===== config.mk =====
export PLATFORM = sky130hd
export DESIGN_NAME = secded_dec_engine
export DESIGN_NICKNAME = d
export VERILOG_FILES = /design/src/rtl/secded_pkg.sv /design/src/rtl/secded_decode.sv /design/src/rtl/secded_dec_engine.sv
export SDC_FILE = /design/constraint.sdc
export NUM_CORES = 1
export LEC_CHECK = 0
export ABC_CLOCK_PERIOD_IN_PS = 3100
export BUFFER_PORTS_ARGS = -buffer_cell sky130_fd_sc_hd__buf_4
export CAP_MARGIN = 20
export CORE_MARGIN = 1
export CORE_UTILIZATION = 58
export CTS_CLUSTER_SIZE = 25
export DETAILED_ROUTE_END_ITERATION = 12
export PLACE_DENSITY = 0.79
export SYNTH_ARGS = -nofsm -noshare
export SYNTH_HDL_FRONTEND = slang
export SYNTH_SLANG_ARGS = --single-unit

===== constraint.sdc =====
create_clock -name clk -period 3.1 [get_ports clk]
set_clock_uncertainty 0.2 [all_clocks]
set_input_delay 0.31 -clock clk [delete_from_list [all_inputs] [get_ports clk]]
set_output_delay 0.31 -clock clk [all_outputs]
set_load 0.01 [all_outputs]

===== src/rtl/secded_pkg.sv =====
// secded_pkg: shared types and constants for the SECDED decode engine.
// Holds the FSM state enum, result flag encodings and the elaboration-time
// helpers that size the codeword and place payload bits inside it.
package secded_pkg;

  typedef enum logic [2:0] {
    IDLE,
    READ,
    DECODE,
    WRITE,
    DONE
  } state_t;

  localparam logic [1:0] FLG_NONE = 2'b00;
  localparam logic [1:0] FLG_SGL  = 2'b01;
  localparam logic [1:0] FLG_DBL  = 2'b10;

  // Smallest Hamming parity count p with 2^p >= dw + p + 1.
  function automatic int calc_p(input int dw);
    int p;
    p = 1;
    for (int i = 0; i < 31; i++)
      if ((1 << p) < dw + p + 1) p++;
    return p;
  endfunction

  // Codeword position of payload bit i (1-based); payload skips every
  // power-of-two position, so data[1] lands on position 3.
  function automatic int data_pos(input int i);
    int n;
    int r;
    n = 0;
    r = 0;
    for (int q = 3; q <= i + 33; q++)
      if (r == 0 && (q & (q - 1)) != 0) begin
        n++;
        if (n == i) r = q;
      end
    return r;
  endfunction

endpackage


===== src/rtl/secded_decode.sv =====
// secded_decode: combinational extended-Hamming decoder.
// Produces the error flags and the payload, correcting a single-bit error.
// A double error (or an impossible syndrome) returns the payload as received.
module secded_decode
  import secded_pkg::*;
#(
  parameter  int DATA_W = 11,
  localparam int P      = calc_p(DATA_W),
  localparam int CW_W   = DATA_W + P + 1
) (
  input  logic [CW_W-1:0]   cw,
  output logic [1:0]        flags,
  output logic [DATA_W-1:0] data
);

  logic [P-1:0] syn;
  logic         par;
  logic         single;

  // Syndrome: XOR of the indices of every set bit above the overall parity.
  always_comb begin
    syn = '0;
    for (int q = 1; q < CW_W; q++)
      if (cw[q]) syn = syn ^ P'(q);
  end

  assign par = ^cw;

  // Classify; a syndrome past the codeword end cannot be a single error.
  always_comb begin
    flags  = FLG_NONE;
    single = 1'b0;
    if (par) begin
      if (32'(syn) < CW_W) begin
        flags  = FLG_SGL;
        single = 1'b1;
      end else begin
        flags  = FLG_DBL;
      end
    end else if (syn != '0) begin
      flags = FLG_DBL;
    end
  end

  // Pull payload bits out, flipping the one the syndrome points at.
  // syn == 0 with a single error means only p0 was hit: payload untouched.
  for (genvar i = 0; i < DATA_W; i++) begin : g_data
    localparam int POS = data_pos(i + 1);
    assign data[i] = cw[POS] ^ (single && (syn == P'(POS)));
  end

endmodule


===== src/rtl/secded_dec_engine.sv =====
// secded_dec_engine: reads NUM_WORDS SECDED codewords from byte memory,
// decodes each and writes {flags, pad, data} results back, then raises done.
// Optional macro SECDED_STATS_EN adds single/double error counters
// (sgl_cnt, dbl_cnt).
module secded_dec_engine
  import secded_pkg::*;
#(
  parameter int DATA_W    = 11,
  parameter int NUM_WORDS = 15,
  parameter int SRC_BASE  = 30,
  parameter int DST_BASE  = 0,
  parameter int ADDR_W    = 8
) (
  input  logic              clk,
  input  logic              reset,
  input  logic              req,
  output logic              done,
  output logic [ADDR_W-1:0] mem_addr,
  input  logic [7:0]        mem_rd_data,
  output logic              mem_wr_en,
  output logic [7:0]        mem_wr_data
`ifdef SECDED_STATS_EN
  ,
  output logic [$clog2(NUM_WORDS+1)-1:0] sgl_cnt,
  output logic [$clog2(NUM_WORDS+1)-1:0] dbl_cnt
`endif
);

  localparam int P         = calc_p(DATA_W);
  localparam int CW_W      = DATA_W + P + 1;
  localparam int CW_BYTES  = (CW_W + 7) / 8;
  localparam int OUT_BYTES = (DATA_W + 2 + 7) / 8;
  localparam int OUT_W     = OUT_BYTES * 8;
  localparam int MAXB      = (CW_BYTES > OUT_BYTES) ? CW_BYTES : OUT_BYTES;
  localparam int BCW       = $clog2(MAXB + 1);
  localparam int WCW       = (NUM_WORDS > 1) ? $clog2(NUM_WORDS) : 1;

  state_t                       state, nxt;
  logic [BCW-1:0]               bcnt;
  logic [WCW-1:0]               wcnt;
  logic [CW_BYTES-1:0][7:0]     cw_q;
  logic [OUT_BYTES-1:0][7:0]    res_q;
  logic [CW_BYTES*8-1:0]        cw_flat;
  logic [OUT_W-1:0]             res_next;
  logic [1:0]                   dec_flags;
  logic [DATA_W-1:0]            dec_data;
  logic                         rd_last, wr_last, word_last, start;
  logic [ADDR_W-1:0]            rd_addr, wr_addr;
  logic [7:0]                   wr_byte;

  assign rd_last   = (bcnt == BCW'(CW_BYTES));
  assign wr_last   = (bcnt == BCW'(OUT_BYTES - 1));
  assign word_last = (wcnt == WCW'(NUM_WORDS - 1));
  assign start     = req && (state == IDLE || state == DONE);

  // Address arithmetic is done at ADDR_W bits so it wraps naturally.
  assign rd_addr = ADDR_W'(SRC_BASE) + ADDR_W'(CW_BYTES) * ADDR_W'(wcnt) + ADDR_W'(bcnt);
  assign wr_addr = ADDR_W'(DST_BASE) + ADDR_W'(OUT_BYTES) * ADDR_W'(wcnt) + ADDR_W'(bcnt);

  assign cw_flat = cw_q;

  secded_decode #(.DATA_W(DATA_W)) u_dec (
    .cw    (cw_flat[CW_W-1:0]),
    .flags (dec_flags),
    .data  (dec_data)
  );

  // Result word: flags in the top two bits, payload at the bottom, zero pad.
  always_comb begin
    res_next                = '0;
    res_next[DATA_W-1:0]    = dec_data;
    res_next[OUT_W-1 -: 2]  = dec_flags;
  end

  // State register.
  always_ff @(posedge clk or negedge reset) begin
    if (!reset) state <= IDLE;
    else        state <= nxt;
  end

  // Next-state logic; req only matters when not busy.
  always_comb begin
    nxt = state;
    case (state)
      IDLE:    if (req) nxt = READ;
      READ:    if (rd_last) nxt = DECODE;
      DECODE:  nxt = WRITE;
      WRITE:   if (wr_last) nxt = word_last ? DONE : READ;
      DONE:    if (req) nxt = READ;
      default: nxt = IDLE;
    endcase
  end

  // Byte/word sequencing, codeword capture, result register and done flag.
  always_ff @(posedge clk or negedge reset) begin
    if (!reset) begin
      bcnt  <= '0;
      wcnt  <= '0;
      cw_q  <= '0;
      res_q <= '0;
      done  <= 1'b0;
    end else begin
      if ((state == READ || state == WRITE) && nxt == state) bcnt <= bcnt + 1'b1;
      else                                                   bcnt <= '0;

      if (start)                                         wcnt <= '0;
      else if (state == WRITE && wr_last && !word_last)  wcnt <= wcnt + 1'b1;

      // Read data trails the address by one cycle: byte k lands on cycle k+1.
      if (state == READ)
        for (int b = 0; b < CW_BYTES; b++)
          if (bcnt == BCW'(b + 1)) cw_q[b] <= mem_rd_data;

      if (state == DECODE) res_q <= res_next;

      // Registered one cycle behind DONE; an accepted restart drops it at once.
      done <= (state == DONE) && !req;
    end
  end

  // Select the result byte for the current write cycle.
  always_comb begin
    wr_byte = '0;
    for (int b = 0; b < OUT_BYTES; b++)
      if (bcnt == BCW'(b)) wr_byte = res_q[b];
  end

  // Memory port outputs, decoded from state so reset clears them immediately.
  always_comb begin
    mem_addr    = '0;
    mem_wr_en   = 1'b0;
    mem_wr_data = '0;
    case (state)
      READ:  mem_addr = rd_addr;
      WRITE: begin
        mem_addr    = wr_addr;
        mem_wr_en   = 1'b1;
        mem_wr_data = wr_byte;
      end
      default: ;
    endcase
  end

`ifdef SECDED_STATS_EN
  localparam int SCW = $clog2(NUM_WORDS + 1);

  // Error statistics: cleared on reset and on every accepted req.
  always_ff @(posedge clk or negedge reset) begin
    if (!reset) begin
      sgl_cnt <= '0;
      dbl_cnt <= '0;
    end else if (start) begin
      sgl_cnt <= '0;
      dbl_cnt <= '0;
    end else if (state == DECODE) begin
      if (dec_flags == FLG_SGL) sgl_cnt <= sgl_cnt + SCW'(1);
      if (dec_flags[1])         dbl_cnt <= dbl_cnt + SCW'(1);
    end
  end
`else
  // Statistics counters are not built in this configuration.
`endif

endmodule


==> flow_metrics.env <==
export IMPL_status="completed"
export IMPL_rows=23
export IMPL_crit_chain="inv_1 -> ha_1 -> inv_1 -> ha_1 -> a21o_1 -> a21oi_1 -> xnor2_1 -> nor2_1 -> a31oi_1 -> nor2_1 -> buf_4"
export IMPL_synthSimpleGateAreaFrac_pct=12.2
export IMPL_via_per_inst=5.62
export IMPL_crit_family="compound AO/OA/AOI/OAI gates"
export IMPL_critPathKind="flip-flop to primary output"
export IMPL_maxSlewViolCount=0
export IMPL_min_period_ps=2620
export IMPL_synth_cell_types=40
export IMPL_fmax_mhz=381
export IMPL_hpwl_microns=3860
export IMPL_gp_congestion=0.900
export IMPL_fin_hold_ws_ps=57.5
export IMPL_min_from="mem_rd_data[1]"
export IMPL_synth_nets=272
export IMPL_io_pins=29
export IMPL_core_area_sq_um=4090
export IMPL_syn_to_final_growth_pct=15.9
export IMPL_path_max_fanout=4
export IMPL_end_kind="primary output"
export IMPL_synth_xor_area_share_pct=18.2
export IMPL_cts_sinks=39
export IMPL_r2r_start="cw_flat[3]"
export IMPL_die_height_microns=67.9
export IMPL_cp_slowest_stage_delay_ps=420
export IMPL_synthTopCellsByArea="dfrtp_1 39%, xnor2_1 11%, mux2_2 8.0%"
export IMPL_crit_required_ps=2590
export IMPL_hold_viol=0
export IMPL_start_kind="flip-flop"
export IMPL_drt_first_pass_iters=4
export IMPL_nFillCells=317
export IMPL_grt_pass1_wl_microns=8290
export IMPL_final_common_cell="dfrtp_1"
export IMPL_arrival_ps=2110
export IMPL_nets=306
export IMPL_stdcell_area_sq_um=2920
export IMPL_htreeDepth=2
export IMPL_drtAntennaViolNets=0
export IMPL_cts_reportedPaths_clkPinSlew_ps=80
export IMPL_syn_inst=245
export IMPL_setup_viol=0
export IMPL_synth_compound_area_share_pct=11.0
export IMPL_worst_pin_slew_ps=688
export IMPL_port_buffers=27
export IMPL_wl_microns=4990
export IMPL_mostFrequentLayoutCells="39 x dfrtp_1, 34 x buf_4, 32 x xnor2_1"
export IMPL_min_period_over_period_pct=84.6
export IMPL_holdPathStages=2
export IMPL_grt_pass1_vias=1709
export IMPL_reg2reg_to="res_q[0]"
export IMPL_maxCapViolCount=0
export IMPL_dieArea_sq_um=4620
export IMPL_die_x_microns=67.9
export IMPL_ys_ff_latch=39
export IMPL_yosys_warnings=0
export IMPL_cts_buffer_depth=2
export IMPL_maxSlewHeadroom_pct=54.0
export IMPL_drt_initial_drc_count=92
export IMPL_netlist_area_leader_share_pct=38.7
export IMPL_ys_seq_area_share_pct=38.7
export IMPL_synthMuxAreaShare_pct=8.48
export IMPL_rsz0062_at_grt="false"
export IMPL_dpl_cell_area_sq_um=2800
export IMPL_reg2reg_slack_ps=510
export IMPL_grt_usage_pct=24.6
export IMPL_fin_setup_tns_ps=0
export IMPL_insertion_delay_ps=300
export IMPL_yosys_area_top_type="dfrtp_1"
export IMPL_cts_buffers=5
export IMPL_synth_top_family_by_area="XOR/XNOR gates"
export IMPL_hold_path_class="input pin to flip-flop"
export IMPL_grt_max_degree=40
export IMPL_cts_root_buf="clkbuf_8"
export IMPL_via_count=1854
export IMPL_wl_per_cell_microns=15.1
export IMPL_cts_tree="built"
export IMPL_grt_ovfl_total=0
export IMPL_antenna_found_initial=0
export IMPL_worst_path_max_delay_cell="dfrtp_1"
export IMPL_initial_utilization_pct=61.7
export IMPL_syn_area_sq_um=2520
export IMPL_min_to="cw_flat[9]"
export IMPL_drive_gt1_share_pct=22.5
export IMPL_drc_errors=0
export IMPL_synthAdderAreaFrac_pct=8.23
export IMPL_antennaDiodeCount=0
export IMPL_crit_buf_inv=3
export IMPL_avgSynthCellArea_sq_um=10.3
export IMPL_r2r_cells=7
-- sequential cells by signal, indices dropped and copies added (netlist names) --
register,count
done,1
state,3
wcnt,4
bcnt,2
res_q,13
cw_flat,16
-- cells by family (layout without fill, tap and decap cells) --
logic type | after synthesis | count (layout)
fa+ha+maj | 16 | 16
xor+xnor | 47 | 47
mux | 19 | 19
simple gates | 61 | 61
compound gates | 42 | 42
other cells | 1 | 1
buf+inv | 20 | 55
flops | 39 | 39
-- metal layers --
metal  global-route usage (%)  wire length [microns]  vias up  share of wire (%)
met4                     5.47                     46        0               0.92
met3                     5.67                    193        5                3.9
met2                     37.5                   2270       46                 45
met5                        0                      0        -                  0
li1                         -                      -      921                  -
met1                     35.3                   2480      882                 50
-- cells in the mapped netlist (all sizes together) --
cell and count:
conb 1, buf 1, ha 15, a21o 1, nand2b 2, nor4 3
nand2 16, o21bai 1, mux2 19, a211oi 8, dfrtp 39, nor2 18
inv 11, and3 4, a31oi 1, nor2b 2, o211ai 4, nor3b 2
o21ai 11, a311oi 1, nand4 7, fa 1, nand3 1, o22ai 2
a22o 2, xnor3 2, a41o 1, nor3 2, clkbuf 8, and2 2
a22oi 5, xnor2 32, a21oi 5, nor4b 2, xor2 13
-- metrics by stage --
stage / worst slack (ps) / util, % / cells
floorplan: 698 / - / 245
detailed placement: 534 / 68.6 / 320
global placement: 500 / 68.6 / 320
global route: 316 / 71.5 / 330
finish: 478 / 71.5 / 330
CTS: 463 / 71.5 / 330
-- how the worst max path moves through the flow --
stage	from	cells after the start	endpoint	slack [ps]
final	bcnt[1]	11	mem_addr[5]	480
after global placement	cw_flat[3]	7	res_q[6]	500
after CTS	bcnt[1]	11	mem_addr[5]	460
after floorplan	cw_flat[3]	6	res_q[7]	700
after global routing	bcnt[1]	11	mem_addr[5]	320
after detailed placement	cw_flat[3]	7	res_q[3]	530
-- area by class of cell --
class                   instances  area (sq um)  share of cell area (%)
clock buffers                   8           100                    3.42
inverters                      11          41.3                    1.41
flip-flops and latches         39           976                    33.4
repair buffers                 36           275                    9.42
well taps                      50          62.6                    2.14
multi-input cells             186          1470                    50.2
-- repair_timing --
item / in CTS / in global routing
resized for setup: 0 / 0
endpoints found under the setup margin: 0 / 0
hold endpoints to repair: 40 / 0
hold buffers: 2 / 0
buffers inserted: 0 / 0
Power is left out: the tool's default activity adds up to more than one toggle a clock period on the data nets, which glitch-free logic cannot reach.
